## src/rtl/round_sequencer.sv

```systemverilog
// Penalty-match sequencer: picks/receives shot targets, animates the ball per frame,
// judges save vs goal against the keeper and keeps round/score counters.
module round_sequencer #(
  parameter int unsigned ROUNDS        = 5,
  parameter int unsigned FLIGHT_FRAMES = 32,
  parameter int unsigned START_X       = 512,
  parameter int unsigned START_Y       = 700,
  parameter int unsigned GOAL_X_MIN    = 35,
  parameter int unsigned GOAL_X_MAX    = 989,
  parameter int unsigned GOAL_Y_MIN    = 115,
  parameter int unsigned GOAL_Y_MAX    = 644,
  parameter int unsigned HIT_RADIUS    = 64,
  parameter int unsigned RESULT_FRAMES = 60
) (
  input  logic        clk,
  input  logic        rst,
  input  logic        frame_tick,
  input  logic        start,
  input  logic        solo,
  input  logic        remote_valid,
  input  logic [11:0] remote_x,
  input  logic [11:0] remote_y,
  input  logic [11:0] keeper_x,
  input  logic [11:0] keeper_y,
  output logic [11:0] ball_x,
  output logic [11:0] ball_y,
  output logic [11:0] target_x,
  output logic [11:0] target_y,
  output logic        shot_req,
  output logic        is_scored,
  output logic [3:0]  round_counter,
  output logic [3:0]  score,
  output logic        game_over,
  output logic [2:0]  state_o
);

  localparam int unsigned Shift = $clog2(FLIGHT_FRAMES);
  localparam int unsigned RangeX = GOAL_X_MAX - GOAL_X_MIN;
  localparam int unsigned RangeY = GOAL_Y_MAX - GOAL_Y_MIN;

  typedef enum logic [2:0] {
    StIdle   = 3'd0,
    StAim    = 3'd1,
    StFlight = 3'd2,
    StJudge  = 3'd3,
    StResult = 3'd4,
    StDone   = 3'd5
  } state_e;

  state_e      state_q, state_d;
  logic [15:0] lfsr_q, lfsr_d;
  logic [6:0]  cnt_q, cnt_d;
  logic        solo_q, solo_d;
  logic [11:0] ball_x_q, ball_x_d, ball_y_q, ball_y_d;
  logic [11:0] tgt_x_q, tgt_x_d, tgt_y_q, tgt_y_d;
  logic        shot_req_q, shot_req_d;
  logic        scored_q, scored_d;
  logic [3:0]  round_q, round_d, score_q, score_d;
  logic        over_q, over_d;

  logic [11:0]        rx, ry, solo_tx, solo_ty, clamp_x, clamp_y;
  logic [6:0]         cnt_inc;
  logic signed [12:0] dx, dy, ex, ey, ax, ay;
  logic signed [18:0] px, py, sx, sy, bx, by;
  logic               saved;

  always_comb begin
    lfsr_d = {lfsr_q[14:0], lfsr_q[15] ^ lfsr_q[13] ^ lfsr_q[12] ^ lfsr_q[10]};

    rx = {2'b00, lfsr_q[9:0]};
    if (rx > 12'(RangeX)) rx = rx - 12'(RangeX + 1);
    ry = {2'b00, lfsr_q[15:6]};
    if (ry > 12'(RangeY)) ry = ry - 12'(RangeY + 1);
    solo_tx = 12'(GOAL_X_MIN) + rx;
    solo_ty = 12'(GOAL_Y_MIN) + ry;

    clamp_x = remote_x;
    if (remote_x < 12'(GOAL_X_MIN)) clamp_x = 12'(GOAL_X_MIN);
    else if (remote_x > 12'(GOAL_X_MAX)) clamp_x = 12'(GOAL_X_MAX);
    clamp_y = remote_y;
    if (remote_y < 12'(GOAL_Y_MIN)) clamp_y = 12'(GOAL_Y_MIN);
    else if (remote_y > 12'(GOAL_Y_MAX)) clamp_y = 12'(GOAL_Y_MAX);

    // Interpolation for the frame index after this tick.
    cnt_inc = cnt_q + 7'd1;
    dx = $signed({1'b0, tgt_x_q}) - $signed(13'(START_X));
    dy = $signed({1'b0, tgt_y_q}) - $signed(13'(START_Y));
    px = 19'(dx) * 19'($signed({1'b0, cnt_inc}));
    py = 19'(dy) * 19'($signed({1'b0, cnt_inc}));
    sx = px >>> Shift;
    sy = py >>> Shift;
    bx = sx + $signed(19'(START_X));
    by = sy + $signed(19'(START_Y));

    ex = $signed({1'b0, ball_x_q}) - $signed({1'b0, keeper_x});
    ey = $signed({1'b0, ball_y_q}) - $signed({1'b0, keeper_y});
    ax = (ex < 0) ? -ex : ex;
    ay = (ey < 0) ? -ey : ey;
    saved = ($unsigned(ax) <= 13'(HIT_RADIUS)) && ($unsigned(ay) <= 13'(HIT_RADIUS));
  end

  always_comb begin
    state_d  = state_q;
    cnt_d    = cnt_q;
    solo_d   = solo_q;
    ball_x_d = ball_x_q;
    ball_y_d = ball_y_q;
    tgt_x_d  = tgt_x_q;
    tgt_y_d  = tgt_y_q;
    scored_d = scored_q;
    round_d  = round_q;
    score_d  = score_q;

    unique case (state_q)
      StIdle, StDone: begin
        if (start) begin
          solo_d   = solo;
          state_d  = StAim;
          cnt_d    = '0;
          round_d  = '0;
          score_d  = '0;
          scored_d = 1'b0;
          ball_x_d = 12'(START_X);
          ball_y_d = 12'(START_Y);
        end
      end
      StAim: begin
        cnt_d = '0;
        if (solo_q) begin
          tgt_x_d = solo_tx;
          tgt_y_d = solo_ty;
          state_d = StFlight;
        end else if (remote_valid) begin
          tgt_x_d = clamp_x;
          tgt_y_d = clamp_y;
          state_d = StFlight;
        end
      end
      StFlight: begin
        if (frame_tick) begin
          cnt_d    = cnt_inc;
          ball_x_d = bx[11:0];
          ball_y_d = by[11:0];
          if (cnt_inc == 7'(FLIGHT_FRAMES)) begin
            state_d = StJudge;
            cnt_d   = '0;
          end
        end
      end
      StJudge: begin
        scored_d = !saved;
        if (!saved && score_q != 4'hF) score_d = score_q + 4'd1;
        if (round_q != 4'hF) round_d = round_q + 4'd1;
        state_d = StResult;
      end
      StResult: begin
        if (frame_tick) begin
          cnt_d = cnt_inc;
          if (cnt_inc == 7'(RESULT_FRAMES)) begin
            cnt_d = '0;
            if (round_q == 4'(ROUNDS)) begin
              state_d = StDone;
            end else begin
              scored_d = 1'b0;
              ball_x_d = 12'(START_X);
              ball_y_d = 12'(START_Y);
              state_d  = StAim;
            end
          end
        end
      end
      default: state_d = StIdle;
    endcase

    shot_req_d = (state_d == StAim) && !solo_d;
    over_d     = (state_d == StDone);
  end

  always_ff @(posedge clk) begin
    if (rst) begin
      state_q    <= StIdle;
      lfsr_q     <= 16'hACE1;
      cnt_q      <= '0;
      solo_q     <= 1'b0;
      ball_x_q   <= 12'(START_X);
      ball_y_q   <= 12'(START_Y);
      tgt_x_q    <= 12'(START_X);
      tgt_y_q    <= 12'(START_Y);
      shot_req_q <= 1'b0;
      scored_q   <= 1'b0;
      round_q    <= '0;
      score_q    <= '0;
      over_q     <= 1'b0;
    end else begin
      state_q    <= state_d;
      lfsr_q     <= lfsr_d;
      cnt_q      <= cnt_d;
      solo_q     <= solo_d;
      ball_x_q   <= ball_x_d;
      ball_y_q   <= ball_y_d;
      tgt_x_q    <= tgt_x_d;
      tgt_y_q    <= tgt_y_d;
      shot_req_q <= shot_req_d;
      scored_q   <= scored_d;
      round_q    <= round_d;
      score_q    <= score_d;
      over_q     <= over_d;
    end
  end

  assign ball_x        = ball_x_q;
  assign ball_y        = ball_y_q;
  assign target_x      = tgt_x_q;
  assign target_y      = tgt_y_q;
  assign shot_req      = shot_req_q;
  assign is_scored     = scored_q;
  assign round_counter = round_q;
  assign score         = score_q;
  assign game_over     = over_q;
  assign state_o       = state_q;

endmodule

```

## config.mk

```make
export PLATFORM = sky130hd
export DESIGN_NAME = round_sequencer
export DESIGN_NICKNAME = d
export VERILOG_FILES = /design/src/rtl/round_sequencer.sv
export SDC_FILE = /design/constraint.sdc
export NUM_CORES = 1
export LEC_CHECK = 0
export ABC_AREA = 0
export BUFFER_PORTS_ARGS = -buffer_cell sky130_fd_sc_hd__buf_2
export CORE_MARGIN = 4
export CORE_UTILIZATION = 40
export DETAILED_ROUTE_END_ITERATION = 8
export HOLD_SLACK_MARGIN = 0.1
export PLACE_DENSITY_LB_ADDON = 0.3
export SYNTH_ARGS = -nofsm -noshare
export SYNTH_HDL_FRONTEND = slang
export SYNTH_SLANG_ARGS = --single-unit
```

## constraint.sdc

```tcl
create_clock -name clk -period 8.5 [get_ports clk]
set_input_delay 0.425 -clock clk [delete_from_list [all_inputs] [get_ports clk]]
set_output_delay 0.425 -clock clk [all_outputs]
set_load 0.05 [all_outputs]
```

==> results by group <==
Synthesis
  – Syn avg cell area: 7.95 um2
  – Synth Instances: 1498
  – Syn nets: ~1800
  – Yosys reg bits: 86
  – Synthesis warning total: 0
  – Register area share after synthesis: 0.145
  – Synth async-reset ratio: 0
  – Post-synth EDFFs: 0
  – Post-Syn Area: 11900 um2
  – Ys flop type: dfxtp_1
  – Yosys cell types: 75

Global route
  – Vias in the first global route: 10285
  – Met2 global-route usage: 0.299
  – Layer with the highest usage: met2
  – Met3 usage: 0.0321
  – Initial antenna violation count: 0
  – Global route overflow: 0
  – GR Util met1: 0.258
  – Largest net degree at the start of global routing: 86
  – Gr usage total: 0.185
  – First-pass GRT wire length: 50600 um

Clocking
  – CTS max path bufs: 2
  – Clk sinks: 86
  – Cts repair resizes: 0
  – Clk slew on worst S/H paths: roughly 0.060 ns
  – Post-CTS Setup Bufs: 0
  – Clock buffer count from CTS: 9
  – H-tree levels: 3
  – CTS Root Cell: clkbuf_16
  – Post-CTS Hold Buffers: 0
  – Clk_lat worst skew: 0.35 ns
  – CTS tree: done

Hold path
  – Hold Crit Class: in -> reg
  – Hold Crit Start: solo

Timing
  – Final hold vios: 0
  – Finish-stage setup viols: 0
  – Actual slew at the worst max-slew pin: ~1.0 ns
  – Final Max Slew Viols: 0
  – Post-route minimum period: slightly below 7 ns
  – F_max: approximately 150 MHz
  – RSZ-0062 raised after global routing: false
  – Setup_tns: 0 ns
  – Final Cycle Share: 0.801
  – WHS: about 0.34 ns
  – Slew margin rel.: 0.305
  – Clock skew: roughly 0.0064 ns

Detailed routing
  – DRT Pass-1 Iters: 5
  – Routed Antenna Nets: 0
  – Vias per cell: 5.24
  – Initial DRC count: around 570
  – Drt drc: 0
  – DR vias: 10344
  – Final wirelength: about 30000 um
  – WL/cell: between 15 and 20 um

Setup path
  – Peak per-stage delay on the critical path: roughly 0.67 ns
  – Crit-path max FO: 30
  – CP startpoint kind: flip-flop
  – CP Capture Type: flip-flop
  – Crit path required time: 8.71 ns
  – Crit. Startpoint: cnt_q[0]
  – Worst path most repeated cell: xnor2_1
  – Crit Reg-Reg Startpoint: cnt_q[0]
  – Slowest-stage cell, CP: xnor2_1
  – CP Class: reg -> reg
  – Worst EP arrival: 7.02 ns

Placement
  – Post-DP HPWL: 24600 um
  – Gpl congestion: 0.882
  – Count of input and output buffers: ~120

Die
  – Core Footprint: 29000 um2
  – Row count: between 60 and 70
  – IO Pins: 116
  – Die X-Extent: 181 um
  – DIE AREA: between 30000 and 40000 um2
  – Initial core utilization: 0.411
  – Die height: 181 um

Layout
  – Layout Nets: 1853
  – Synth-to-layout area growth: 11.0%
  – Share of cells above drive strength 1: 0.114
  – Commonest non-fill, non-tap cell in the layout: inv_1
  – Ant. Diodes: 0
  – Commonest cells after routing, fill and taps aside: inv_1 (216), nor2_1 (173), buf_2 (115)

Power and ir drop
  – Overall Power: 1630 uW
  – Worst vdd ir: 0.0949 mV
  – Pwr dens: 123 nW/um2
  – Leak Pwr: 0.00598 uW

Job
  – Max cap viols: 0

Run status
  – Outcome: completed
==> metrics by stage <==
stage	area [um2]	util	setup slack, ns	std cells
after floorplan	11900	-	2.08	1498
after global placement	12900	0.444	1.84	1958
after detailed placement	12900	0.444	1.72	1958
after CTS	13200	0.456	1.68	1974
after global routing	13200	0.456	1.26	1974
final	13200	0.456	1.69	1974
==> flip-flops by register name, summed over array words and instances (netlist names), 3 cells and up <==
register and flops:
ball_y 12, cnt_q 7, state_o 3, target_y 12, score 4, ball_x 12, round_counter 4, target_x 12
lfsr_q 16
==> path summary, 6_finish.rpt <==
path	end	slack, ns	depth (start not counted)
setup reg to reg	ball_x[11]	1.69	30
hold reg to reg	ball_x[10]	0.49	2
setup / recovery	ball_x[11]	1.69	30
hold / removal	solo_q	0.34	3
==> report_power, final <==
| group | total, uW | internal, uW | switching [uW] |
|---|---|---|---|
| Clock | 463 | 287 | 175 |
| Combinational | 707 | 267 | 440 |
| Sequential | 462 | 422 | 39.2 |
| Total | 1630 | 976 | 655 |
==> cell type report <==
class	count	area, um2
clock buffers	10	229
inverters	217	815
clock inverters	6	110
flip-flops and latches	86	1720
repair buffers	128	673
well taps	384	480
fillers	2889	15800
multi-input cells	1143	9190
==> critical path: cells and delay by family (launching register included) <==
kind            cells  cell delay [ns]
xor+xnor            9             1.83
simple gates        3             0.48
flops               1             0.33
buf+inv             6             0.57
compound gates      6             1.41
fa+ha+maj           6             2.03
==> kinds of logic (layout without fill, tap and decap cells) <==
kind of cell | Yosys count | after routing | synth area share
AO/OA/AOI/OAI | 262 | 262 | 0.145
XOR/XNOR | 115 | 115 | 0.0846
adder cells (fa/ha/maj) | 214 | 214 | 0.297
buffers and inverters | 269 | 361 | 0.0848
flip-flops | 86 | 86 | 0.145
multiplexers | 13 | 13 | 0.0115
AND/OR/NAND/NOR | 539 | 539 | 0.233
==> cells in the mapped netlist (all sizes together) (9+ instances only) <==
| cell type | count | share of area |
|---|---|---|
| or3 | 9 | 0.0047 |
| ha | 100 | 0.11 |
| a211oi | 25 | 0.016 |
| o21a | 10 | 0.0063 |
| dfxtp | 86 | 0.14 |
| and3 | 9 | 0.0047 |
| xnor2 | 75 | 0.055 |
| a21oi | 76 | 0.032 |
| nand2b | 25 | 0.013 |
| nand3b | 9 | 0.0057 |
| nand3 | 31 | 0.013 |
| a31oi | 12 | 0.0063 |
| a22oi | 10 | 0.0063 |
| nor2 | 174 | 0.055 |
| fa | 114 | 0.19 |
| nand2 | 85 | 0.027 |
| o21ai | 49 | 0.021 |
| and2 | 43 | 0.023 |
| clkbuf | 49 | 0.015 |
| a211o | 9 | 0.0066 |
| inv | 216 | 0.068 |
| nor2b | 56 | 0.029 |
| or2 | 24 | 0.013 |
| xor2 | 40 | 0.029 |
| nor3 | 28 | 0.013 |
==> layer usage <==
metal / wire length (um) / vias to the layer above
li1: - / 5151
met5: 0 / -
met3: 1910 / 30
met2: 13400 / 289
met1: 14500 / 4874
met4: 527 / 0
Power figures use the tool's default switching activity.
